<file path="src/rtl/mdu_iterative.sv">
// Multi-cycle MULT/MULTU/DIV/DIVU unit with HI/LO result registers (one bit per cycle).
// Define MDU_DIV_EN to build the restoring divider; without it DIV/DIVU complete at once with div_by_zero=1.
module mdu_iterative #(
    parameter int WIDTH = 32
) (
    input  logic             clk_i,
    input  logic             rst_i,
    input  logic             start_i,
    input  logic [1:0]       op_i,
    input  logic [WIDTH-1:0] a_i,
    input  logic [WIDTH-1:0] b_i,
    input  logic             flush_i,
    output logic             busy_o,
    output logic             done_o,
    output logic [WIDTH-1:0] hi_o,
    output logic [WIDTH-1:0] lo_o,
    output logic             div_by_zero_o
);
    localparam int CW = $clog2(WIDTH);

    typedef enum logic [1:0] {IDLE, RUN, FIN} state_t;

    state_t             state_q, state_d;
    logic [CW-1:0]      cnt_q, cnt_d;
    logic [2*WIDTH-1:0] acc_q, acc_d;
    logic [WIDTH-1:0]   opnd_q, opnd_d;
    logic               is_div_q, is_div_d;
    logic               neg_q_q, neg_q_d;
    logic               neg_r_q, neg_r_d;
    logic [WIDTH-1:0]   hi_q, hi_d, lo_q, lo_d;
    logic               done_q, done_d, dz_q, dz_d;

    logic               op_signed, op_div, sa, sb;
    logic [WIDTH-1:0]   abs_a, abs_b;
    logic [WIDTH:0]     msum;
    logic [2*WIDTH-1:0] step, prod;
    logic [WIDTH-1:0]   quot, rem;

    assign op_signed = ~op_i[0];
    assign op_div    = op_i[1];
    assign sa        = op_signed & a_i[WIDTH-1];
    assign sb        = op_signed & b_i[WIDTH-1];
    assign abs_a     = sa ? -a_i : a_i;
    assign abs_b     = sb ? -b_i : b_i;

`ifdef MDU_DIV_EN
    logic [WIDTH:0] dtmp, dsub;
`endif

    // Multiply: acc = {partial sum, remaining multiplier}; divide: acc = {remainder, remaining dividend/quotient}
    always_comb begin
        msum = {1'b0, acc_q[2*WIDTH-1:WIDTH]} + (acc_q[0] ? {1'b0, opnd_q} : '0);
        step = {msum, acc_q[WIDTH-1:1]};
`ifdef MDU_DIV_EN
        dtmp = {acc_q[2*WIDTH-1:WIDTH], acc_q[WIDTH-1]};
        dsub = dtmp - {1'b0, opnd_q};
        if (is_div_q) begin
            if (dtmp >= {1'b0, opnd_q}) step = {dsub[WIDTH-1:0], acc_q[WIDTH-2:0], 1'b1};
            else                        step = {dtmp[WIDTH-1:0], acc_q[WIDTH-2:0], 1'b0};
        end
`endif
    end

    assign prod = neg_q_q ? -step : step;
    assign quot = neg_q_q ? -step[WIDTH-1:0] : step[WIDTH-1:0];
    assign rem  = neg_r_q ? -step[2*WIDTH-1:WIDTH] : step[2*WIDTH-1:WIDTH];

    always_comb begin
        state_d  = state_q;
        cnt_d    = cnt_q;
        acc_d    = acc_q;
        opnd_d   = opnd_q;
        is_div_d = is_div_q;
        neg_q_d  = neg_q_q;
        neg_r_d  = neg_r_q;
        hi_d     = hi_q;
        lo_d     = lo_q;
        done_d   = 1'b0;
        dz_d     = 1'b0;
        case (state_q)
            IDLE: begin
                if (start_i && !flush_i) begin
                    is_div_d = op_div;
                    neg_q_d  = sa ^ sb;
                    neg_r_d  = sa;
                    cnt_d    = '0;
                    acc_d    = {{WIDTH{1'b0}}, (op_div ? abs_a : abs_b)};
                    opnd_d   = op_div ? abs_b : abs_a;
`ifdef MDU_DIV_EN
                    if (op_div && b_i == '0) begin
                        state_d = FIN;
                        hi_d    = a_i;
                        lo_d    = '1;
                        done_d  = 1'b1;
                        dz_d    = 1'b1;
                    end else begin
                        state_d = RUN;
                    end
`else
                    if (op_div) begin
                        state_d = FIN;
                        done_d  = 1'b1;
                        dz_d    = 1'b1;
                    end else begin
                        state_d = RUN;
                    end
`endif
                end
            end
            RUN: begin
                if (flush_i) begin
                    state_d = IDLE;
                end else begin
                    acc_d = step;
                    cnt_d = cnt_q + 1'b1;
                    // Final iteration result is sign-corrected and written straight into HI/LO
                    if (cnt_q == CW'(WIDTH - 1)) begin
                        state_d = FIN;
                        done_d  = 1'b1;
                        if (is_div_q) begin
                            hi_d = rem;
                            lo_d = quot;
                        end else begin
                            hi_d = prod[2*WIDTH-1:WIDTH];
                            lo_d = prod[WIDTH-1:0];
                        end
                    end
                end
            end
            FIN:     state_d = IDLE;
            default: state_d = IDLE;
        endcase
    end

    always_ff @(posedge clk_i or posedge rst_i) begin
        if (rst_i) begin
            state_q  <= IDLE;
            cnt_q    <= '0;
            acc_q    <= '0;
            opnd_q   <= '0;
            is_div_q <= 1'b0;
            neg_q_q  <= 1'b0;
            neg_r_q  <= 1'b0;
            hi_q     <= '0;
            lo_q     <= '0;
            done_q   <= 1'b0;
            dz_q     <= 1'b0;
        end else begin
            state_q  <= state_d;
            cnt_q    <= cnt_d;
            acc_q    <= acc_d;
            opnd_q   <= opnd_d;
            is_div_q <= is_div_d;
            neg_q_q  <= neg_q_d;
            neg_r_q  <= neg_r_d;
            hi_q     <= hi_d;
            lo_q     <= lo_d;
            done_q   <= done_d;
            dz_q     <= dz_d;
        end
    end

    assign busy_o        = (state_q != IDLE);
    assign done_o        = done_q;
    assign div_by_zero_o = dz_q;
    assign hi_o          = hi_q;
    assign lo_o          = lo_q;
endmodule

</file>
<file path="config.mk">
export PLATFORM = sky130hd
export DESIGN_NAME = mdu_iterative
export DESIGN_NICKNAME = d
export VERILOG_FILES = /design/src/rtl/mdu_iterative.sv
export SDC_FILE = /design/constraint.sdc
export NUM_CORES = 1
export LEC_CHECK = 0
export ABC_CLOCK_PERIOD_IN_PS = 11200
export BUFFER_PORTS_ARGS = -buffer_cell sky130_fd_sc_hd__buf_2
export CAP_MARGIN = 20
export CORE_MARGIN = 2
export CORE_UTILIZATION = 50
export CTS_CLUSTER_DIAMETER = 40
export DETAILED_ROUTE_END_ITERATION = 16
export PLACE_DENSITY_LB_ADDON = 0.15
export SYNTH_ARGS = -nofsm -noshare
export SYNTH_HDL_FRONTEND = slang
export SYNTH_SLANG_ARGS = --single-unit
</file>
<file path="constraint.sdc">
create_clock -name clk_i -period 11.2 [get_ports clk_i]
set_input_delay 1.68 -clock clk_i [delete_from_list [all_inputs] [get_ports clk_i]]
set_output_delay 1.68 -clock clk_i [all_outputs]
set_load 0.05 [all_outputs]
</file>
* Yosys cells after proc, flatten, opt, wreduce, memory -nomap -nowiden
Index checks and enable logic that the tools add are counted.
** Operators by class
- Mux-type cells :: 27
- Bitwise gates (word level) :: 5
- Eq/ne operators :: 5
- Reduce and logical (&&, ||, !) cells :: 9
- $add $sub $neg :: 7
** Operators with widths (number)
- 32-bit 2-to-1 mux :: 9
- 64-bit 2-to-1 mux :: 3
- 32-bit negator :: 4
- 64-bit case mux with 2 select lines :: 1
- 64-bit negator :: 1
- 32-bit by 32-bit adder with 33-bit output :: 1
- 5-bit 2-to-1 mux :: 2
- 5-bit case mux with 2 select lines :: 1
- 2-bit 2-to-1 mux :: 4
- 3-bit AND reduction :: 2
- 5-bit by 1-bit adder with 5-bit output (second input constant) :: 1
- 5-bit == test (second input constant) :: 1
- 1-bit 2-to-1 mux :: 5
- 2-bit inequality test (second input constant) :: 2
- 2-bit case mux with 2 select lines :: 1
- 2-bit AND reduction :: 2
- 2-bit nonzero test :: 2
- 3-bit inequality test (second input constant) :: 1
- 1-bit bitwise AND :: 2
- 2-bit by 1-bit == test with 1-bit output (second input constant) :: 1
- 2-bit logical NOT :: 1
- 1-bit NOT :: 2
- 1-bit case mux with 2 select lines :: 1
- 1-bit logical AND :: 1
- other kinds (2) :: 2
** Storage, ports and cells
- Output and inout bits :: 67
- Word-level logic and storage cells :: 64
- Bits in registers :: 172
- Input bits :: 70

* Logic depth before layout (Yosys ltp)
Gate-level depths: netlist of run 1.
- Depth in word-level cells :: 6
- Gate-level depth with buffers :: 15
- Mapped depth without buffers :: 14

* Worst setup path after synthesis of run 1
Ideal clock, no wire load.
- Path type :: input -> register
- From :: in a_i[15]
- To :: reg acc_q[30]
- Cell stages on the path :: 11
- Slack :: 6765 ps
- Required time :: 11074 ps
- Buffers on the path :: 0
- Data arrival time :: 4309 ps
- Setup time :: 126 ps
- Cell sequence :: or4_1 -> or4_1 -> or3_1 -> or3_1 -> nor4_1 -> nand2_1 -> o21ai_1 -> xnor2_1 -> nand2_1 -> o21ai_1 -> a221o_1
** On the way
- Cells in the longest elaborated chain, start to end :: 5
** RTL lines
- from (decl) :: line 10 : input logic [WIDTH-1:0] a_i,
- 32-bit negator :: line 43 : assign abs_a = sa ? -a_i : a_i;
- 32-bit 2-to-1 mux :: line 43
- 32-bit 2-to-1 mux :: line 87 : acc_d = {{WIDTH{1'b0}}, (op_div ? abs_a : abs_b)};
- 64-bit 2-to-1 mux :: line 82 : if (start_i && !flush_i) begin
- 64-bit case mux with 2 select lines :: line 80 : case (state_q)
- to (signal assigned) :: line 139 : acc_q <= '0;
- to (signal assigned) :: line 151 : acc_q <= acc_d;
- to (decl) :: line 25 : logic [2*WIDTH-1:0] acc_q, acc_d;
Every way passes these cells. The select of a mux whose other input is x is not followed.
A chain may end at the register's enable or synchronous reset.

* Worst setup path after layout of run 1
- From :: reg acc_q[0]
- To :: reg hi_q[28], in the netlist hi_o[28]
** On the way
- Cells in the longest elaborated chain, start to end :: 5
- Elaborated cells between the ends (all ways) :: 7
- Those cells by class :: 3 x add/sub; 4 x mux
** RTL lines
- 32-bit 2-to-1 mux * :: line 52 : msum = {1'b0, acc_q[2*WIDTH-1:WIDTH]} + (acc_q[0] ? {1'b0, opnd_q} : '0);
- 32-bit by 32-bit adder with 33-bit output * :: line 52
- 64-bit negator or 32-bit negator (tied branches) :: line 64, 66
- 64-bit 2-to-1 mux or 32-bit 2-to-1 mux (tied branches) :: line 64, 66
- 32-bit 2-to-1 mux * :: line 120 : if (is_div_q) begin
- to (signal assigned) :: line 156 : hi_q <= hi_d;
- to (decl) :: line 30 : logic [WIDTH-1:0] hi_q, hi_d, lo_q, lo_d;
Every way passes the cells marked *; elsewhere a longest branch is shown, timed or not.

==> results.sh, run 1 <==
export IMPL_status="finished, final reports clean"
export IMPL_firstDrtPassIters=5
export IMPL_arrival_ns=5.49
export IMPL_r2r_start="acc_q[0]"
export IMPL_powerDensity_mw_per_mm2=155.5
export IMPL_utilization_pct=56.44
export IMPL_hold_viol_final=0
export IMPL_instances_no_fill=1954
export IMPL_clockPowerShare_pct=27.8
export IMPL_intPower_mw=1.266
export IMPL_swShare_pct=40.52
export IMPL_die_area_mm2=0.02589
export IMPL_pre_cts_ws_ns=6.166
export IMPL_numPortBuffers=136
export IMPL_drt_wl_total_mm=36.94
export IMPL_viasPerCell=5.942
export IMPL_total_power_mw=2.128
export IMPL_synthTopCellsByCount="nand2_1, dfrtp_1, nor2_1, a21oi_1, o21ai_0"
export IMPL_clock_latency_ns=0.45
export IMPL_max_cap_violations=0
export IMPL_grt_pass1_vias=10782
export IMPL_wl_per_cell_um=18.91
export IMPL_nets=1726
export IMPL_hold_buffers=0
export IMPL_p_seq_share_pct=36.6
export IMPL_finalCritPeriodShare_pct=46.37
export IMPL_setup_viol=0
export IMPL_worstPathMaxFanout=33
export IMPL_areaGrowthSynthToFinish_pct=11.20
export IMPL_share_comb_of_total_power_pct=35.6
export IMPL_slew_headroom_pct=31.27
export IMPL_final_cell_area_mm2=0.01369
export IMPL_fmax_mhz=192.6
export IMPL_ant_nets=0
export IMPL_tritoncts="yes"
export IMPL_cp_end_kind="flip-flop"
export IMPL_netlist_area_mm2=0.01231
export IMPL_grt_usage_pct=28.67
export IMPL_hpwlAfterDp_mm=27.76
export IMPL_worst_ep_required_time_ns=11.50
export IMPL_initial_core_util_pct=50.76
export IMPL_grt_max_degree=131
export IMPL_yosysWarnings=0
export IMPL_clock_sinks=172
export IMPL_worstMarginPinSlew_ns=1.031
export IMPL_die_x_um=160.9
export IMPL_crit_path_start_kind="flip-flop"
export IMPL_crit_path_start="acc_q[0]"
export IMPL_p_leak_nw=6.199
export IMPL_cts_buffer_depth=2
export IMPL_min_period_ns=5.193
export IMPL_layout_drive_gt1_share_pct=12.82
export IMPL_holdWs_ns=0.4746
export IMPL_clk_pin_slew_worst_paths_ns=0.08
export IMPL_placedCellCount=1921
export IMPL_path_class="reg2reg"
export IMPL_diodes=0
export IMPL_max_vdd_ir_drop_mv=0.08843
export IMPL_r2r_cells=13
export IMPL_numCtsBuffers=17
export IMPL_hold_path_class="reg2reg"
export IMPL_fin_tns_setup_ns=0
export IMPL_p_sw_uw=862.2
export IMPL_gp_congestion=0.9229
export IMPL_yosys_register_bits=172
export IMPL_avgSynthCellArea_um2=7.946
export IMPL_cp_endpoint="hi_o[28]"
export IMPL_netlist_top_cells_area="dfrtp_1, a21oi_1, o21ai_0"
export IMPL_ys_seq_area_share_pct=34.97
export IMPL_ys_flop_type="dfrtp_1"
export IMPL_post_synth_top_count_cell="nand2_1"
export IMPL_drt_iter0_drc=1211
export IMPL_reg2reg_slack_ns=6.01
export IMPL_synth_top_cell_area_share_pct=34.97
export IMPL_slew_violations=0
export IMPL_postLayoutSetupSlackWorst_ns=6.007
export IMPL_post_cts_resized=0
export IMPL_fin_worst_skew_ns=0.01885
export IMPL_rsz0062_at_grt="false"
export IMPL_synthCells=1549
export IMPL_syn_num_nets=1658
export IMPL_grt_ovfl_total=0
export IMPL_row_count=57
export IMPL_synth_top_area_cell="dfrtp_1"
export IMPL_die_h_um=160.9
export IMPL_core_mm2=0.02425
export IMPL_async_flop_share_pct=100.0
export IMPL_synth_enable_flop_cells=0
export IMPL_cts_root_buf="clkbuf_16"
export IMPL_place_area_mm2=0.01310
export IMPL_io_pins=137
export IMPL_synth_cell_types=80
export IMPL_grt_first_pass_wirelength_mm=58.66
export IMPL_htreeDepth=4
export IMPL_r2r_end="hi_o[28]"
export IMPL_post_cts_buffers=0
export IMPL_grt_antenna_before_repair=0
export IMPL_drcViolationCount=0
export IMPL_vias=11610
## worst max-delay path, stage by stage (launching register included)
cell and delay [ns]:
dfrtp_1 0.66, and2_1 0.31, ha_1 0.55, and2_1 0.27, nand3_1 0.15, a211oi_1 0.78, o311ai_0 0.31, a32oi_1 0.60
nor4b_1 0.51, and4_1 0.36, nor3b_1 0.20, o21ai_1 0.09, xnor2_1 0.19, o21ai_1 0.08
## registers in the layout (all words and copies together), names as in the netlist
| name | count |
|---|---|
| neg_q_q | 1 |
| is_div_q | 1 |
| acc_q | 64 |
| lo_o | 32 |
| done_o | 1 |
| hi_o | 32 |
| neg_r_q | 1 |
| opnd_q | 32 |
| cnt_q | 5 |
| state_q | 2 |
| div_by_zero_o | 1 |
## worst min path at each step
stage / from / endpoint / slack [ns] / cells past startpoint
finish: opnd_q[9] / opnd_q[9] / 0.47 / 2
CTS: lo_o[23] / lo_o[23] / 0.48 / 2
floorplan: opnd_q[28] / opnd_q[28] / 0.43 / 2
global route: lo_o[12] / lo_o[12] / 0.50 / 2
detailed placement: lo_o[23] / lo_o[23] / 0.47 / 2
global placement: hi_o[11] / hi_o[11] / 0.46 / 2
## final cells by class
| class | instances | area, um^2 |
|---|---|---|
| well taps | 324 | 405.4 |
| clock buffers | 19 | 442.9 |
| repair buffers | 146 | 768.2 |
| flip-flops and latches | 172 | 4304 |
| multi-input cells | 1245 | 7506 |
| fillers | 2297 | 10560 |
| clock inverters | 13 | 123.9 |
| inverters | 35 | 136.4 |
## metal layers
metal / global-route usage [%] / wire length [um] / part of all wire (%) / vias up
li1: - / - / - / 5645
met1: 41.73 / 17320 / 47 / 5473
met2: 43.80 / 16230 / 44 / 426
met3: 4.365 / 2404 / 6.5 / 66
met4: 9.456 / 986 / 2.7 / 0
met5: 0 / 0 / 0 / -
## power groups by stage
stage	clock network (mW)	logic, mW	registers (mW)
floorplan	0	0.560	0.757
global placement	0	0.735	0.787
detailed placement	0	0.743	0.789
CTS	0.599	0.747	0.778
global route	0.622	0.836	0.792
finish	0.592	0.757	0.779
## cells in the final DEF (no fill, tap or decap), types with 31 or more instances in the layout
cell / n
xor2_1: 78
a211oi_1: 31
and2_1: 44
dfrtp_1: 172
nand2_1: 200
xnor2_1: 64
o21ai_0: 152
ha_1: 38
a21oi_1: 153
nor2_1: 152
inv_1: 33
buf_2: 136
## cell families (layout without fill, tap and decap cells)
group                    count (synthesis)  count (layout)  share of synthesized area (%)
adder cells (fa/ha/maj)                 39              39                          4.026
AO/OA/AOI/OAI                          511             511                          25.12
buffers and inverters                  132             213                          4.249
multiplexers                             5               5                         0.4168
flip-flops                             172             172                          34.97
AND/OR/NAND/NOR                        548             548                          21.11
XOR/XNOR                               142             142                          10.10
No activity file was read; power rests on OpenSTA's default activity.
==> run 2: changes to the inputs <==
--- a/config.mk
+++ b/config.mk
@@ -5,7 +5,7 @@
 export SDC_FILE = /design/constraint.sdc
 export NUM_CORES = 1
 export LEC_CHECK = 0
-export ABC_CLOCK_PERIOD_IN_PS = 11200
+export ABC_CLOCK_PERIOD_IN_PS = 5100
 export BUFFER_PORTS_ARGS = -buffer_cell sky130_fd_sc_hd__buf_2
 export CAP_MARGIN = 20
 export CORE_MARGIN = 2
==> constraint.sdc (replaced) <==
create_clock -name clk_i -period 5.1 [get_ports clk_i]
set_input_delay 0.765 -clock clk_i [delete_from_list [all_inputs] [get_ports clk_i]]
set_output_delay 0.765 -clock clk_i [all_outputs]
set_load 0.05 [all_outputs]
==> run 2 against run 1 <==
  * Sequential share of layout area is 0.29 points lower
  * Hold slack worse by 0.21 ns
  * Cell count is 0.82% higher
  * Global-route usage is 0.17 points higher
  * Flip-flop and latch count stayed put
  * Largest power group unchanged
  * Non-clock buffer count is 15 higher
  * Via count is 0.39% lower
  * Largest cell class unchanged
  * Total power is 120% higher
  * Final area is 0.97% higher
  * Combinational power is 130% higher
  * Count of clock-buffer cells in the layout stayed put
==> results.sh, run 2 (synthesis gave the netlist of run 1 again) <==
export IMPL_status="finished, final reports clean"
export IMPL_grt_usage_pct=28.85
export IMPL_final_common_cell="nand2_1"
export IMPL_grt_first_pass_wirelength_mm=59.11
export IMPL_crit_path_start_kind="flip-flop"
export IMPL_arrival_ns=4.87
export IMPL_max_cap_violations=0
export IMPL_place_area_mm2=0.01322
export IMPL_clock_sinks=172
export IMPL_setup_viol=0
export IMPL_htreeDepth=4
export IMPL_multi_input_area_mm2=0.007511
export IMPL_fin_tns_setup_ns=0
export IMPL_post_cts_buffers=0
export IMPL_r2r_start="acc_q[0]"
export IMPL_drt_iter0_drc=1121
export IMPL_crit_path_top_delay_cell="or4_4"
export IMPL_worstPathMaxFanout=24
export IMPL_hold_buffers=0
export IMPL_clk_pin_slew_worst_paths_ns=0.08
export IMPL_fin_worst_skew_ns=0.01824
export IMPL_instances_no_fill=1970
export IMPL_top_register="acc_q"
export IMPL_vias=11565
export IMPL_r2r_end="hi_o[30]"
export IMPL_worst_ep_required_time_ns=5.40
export IMPL_cp_cell_sequence="and2_1 > ha_1 > fa_1 > a21o_1 > a211o_1 > a211oi_2 > nor4_1 > nor2_1 > xnor2_1 > or4_4 > nor4b_1 > a31oi_1 > xor2_1 > o21ai_1"
export IMPL_tritoncts="yes"
export IMPL_slew_violations=0
export IMPL_path_class="reg2reg"
export IMPL_core_mm2=0.02425
export IMPL_worstMarginPinSlew_ns=1.051
export IMPL_finalCritPeriodShare_pct=89.59
export IMPL_cts_buffer_depth=2
export IMPL_initial_core_util_pct=50.76
export IMPL_powerDensity_mw_per_mm2=342.8
export IMPL_die_h_um=160.9
export IMPL_slowest_delay_ns=0.57
export IMPL_row_count=57
export IMPL_reg2reg_slack_ns=0.53
export IMPL_clock_latency_ns=0.44
export IMPL_fmax_mhz=218.9
export IMPL_areaGrowthSynthToFinish_pct=12.28
export IMPL_grt_pass1_vias=10723
export IMPL_min_period_ns=4.569
export IMPL_die_x_um=160.9
export IMPL_hpwlAfterDp_mm=28.23
export IMPL_largest_reg_flops=64
export IMPL_nFillCells=2271
export IMPL_nets=1741
export IMPL_final_cell_mix="nand2_1, dfrtp_1, a21oi_1"
export IMPL_numPortBuffers=136
export IMPL_hold_viol_final=0
export IMPL_placedCellCount=1936
export IMPL_hold_path_class="in2async"
export IMPL_die_area_mm2=0.02589
export IMPL_gp_congestion=0.9194
export IMPL_cts_root_buf="clkbuf_16"
export IMPL_final_cell_area_mm2=0.01382
export IMPL_post_cts_resized=0
export IMPL_layout_area_seq_mm2=0.004305
export IMPL_slew_headroom_pct=29.91
export IMPL_viasPerCell=5.871
export IMPL_grt_antenna_before_repair=1
export IMPL_wl_per_cell_um=18.82
export IMPL_firstDrtPassIters=5
export IMPL_drt_wl_total_mm=37.07
export IMPL_numCtsBuffers=17
export IMPL_drcViolationCount=0
export IMPL_grt_ovfl_total=0
export IMPL_grt_max_degree=131
export IMPL_max_vdd_ir_drop_mv=0.1818
export IMPL_r2r_cells=14
export IMPL_rsz0062_at_grt="false"
export IMPL_io_pins=137
export IMPL_layout_drive_gt1_share_pct=13.74
export IMPL_cp_end_kind="flip-flop"
export IMPL_ant_nets=0
export IMPL_p_leak_nw=6.273
## run 2: cell count changes in the layout (fill, tap and decap cells not counted)
cell	previous run	this run
a211oi_1	31	30
a211oi_2	1	2
buf_12	1	2
buf_4	9	23
clkinv_4	1	0
clkinvlp_4	3	4
dfrtp_1	172	171
dfrtp_2	0	1
diode_2	0	1
## run 2: per-stage QoR
stage	worst slack (ns)	hold WS, ns	util (%)	power (mW)
after detailed placement	0.3369	0.4563	54.54	3.418
after global routing	0.1737	0.2706	56.99	5.020
after global placement	0.4781	0.4476	54.54	3.407
after floorplan	1.169	0.4311	-	2.893
after CTS	0.3410	0.2654	56.87	4.724
final	0.5311	0.2631	56.99	4.738
## run 2: worst max path at each step
stage	start	endpoint	slack, ns	cells after the start
final	acc_q[0]	hi_o[30]	0.53	14
after global routing	acc_q[0]	hi_o[31]	0.17	14
after CTS	acc_q[0]	hi_o[16]	0.34	14
after detailed placement	acc_q[0]	hi_o[16]	0.34	14
after global placement	acc_q[0]	hi_o[16]	0.48	14
after floorplan	acc_q[0]	hi_o[28]	1.17	15
## run 2: report_power, final
group          switching (mW)  leakage [nW]  internal, mW  total, mW
combinational            1.08          3.75         0.638       1.71
sequential              0.188          2.26          1.52       1.71
clock                   0.652         0.271         0.661       1.31
## run 2: final cells by class
class                           count  area share (%)
Tap cell                          324           2.933
Timing Repair Buffer              161           6.464
Multi-Input combinational cell   1245           54.35
Clock inverter                     13          0.8963
Clock buffer                       19           3.205
Inverter                           35          0.9778
Antenna cell                        1         0.01811
Sequential cell                   172           31.15
## run 2: worst max-delay path: cells and delay by family, from the launching register on
| kind | cells | cell delay (ns) |
|---|---|---|
| simple gates | 5 | 1.61 |
| compound gates | 5 | 1.19 |
| fa+ha+maj | 2 | 0.70 |
| flops | 1 | 0.53 |
| xor+xnor | 2 | 0.41 |
## run 2: routing by layer
| metal | track usage [%] | routed length [um] |
|---|---|---|
| met5 | 0 | 0 |
| met4 | 7.589 | 672 |
| met3 | 3.900 | 2189 |
| met2 | 43.09 | 16190 |
| met1 | 43.86 | 18020 |
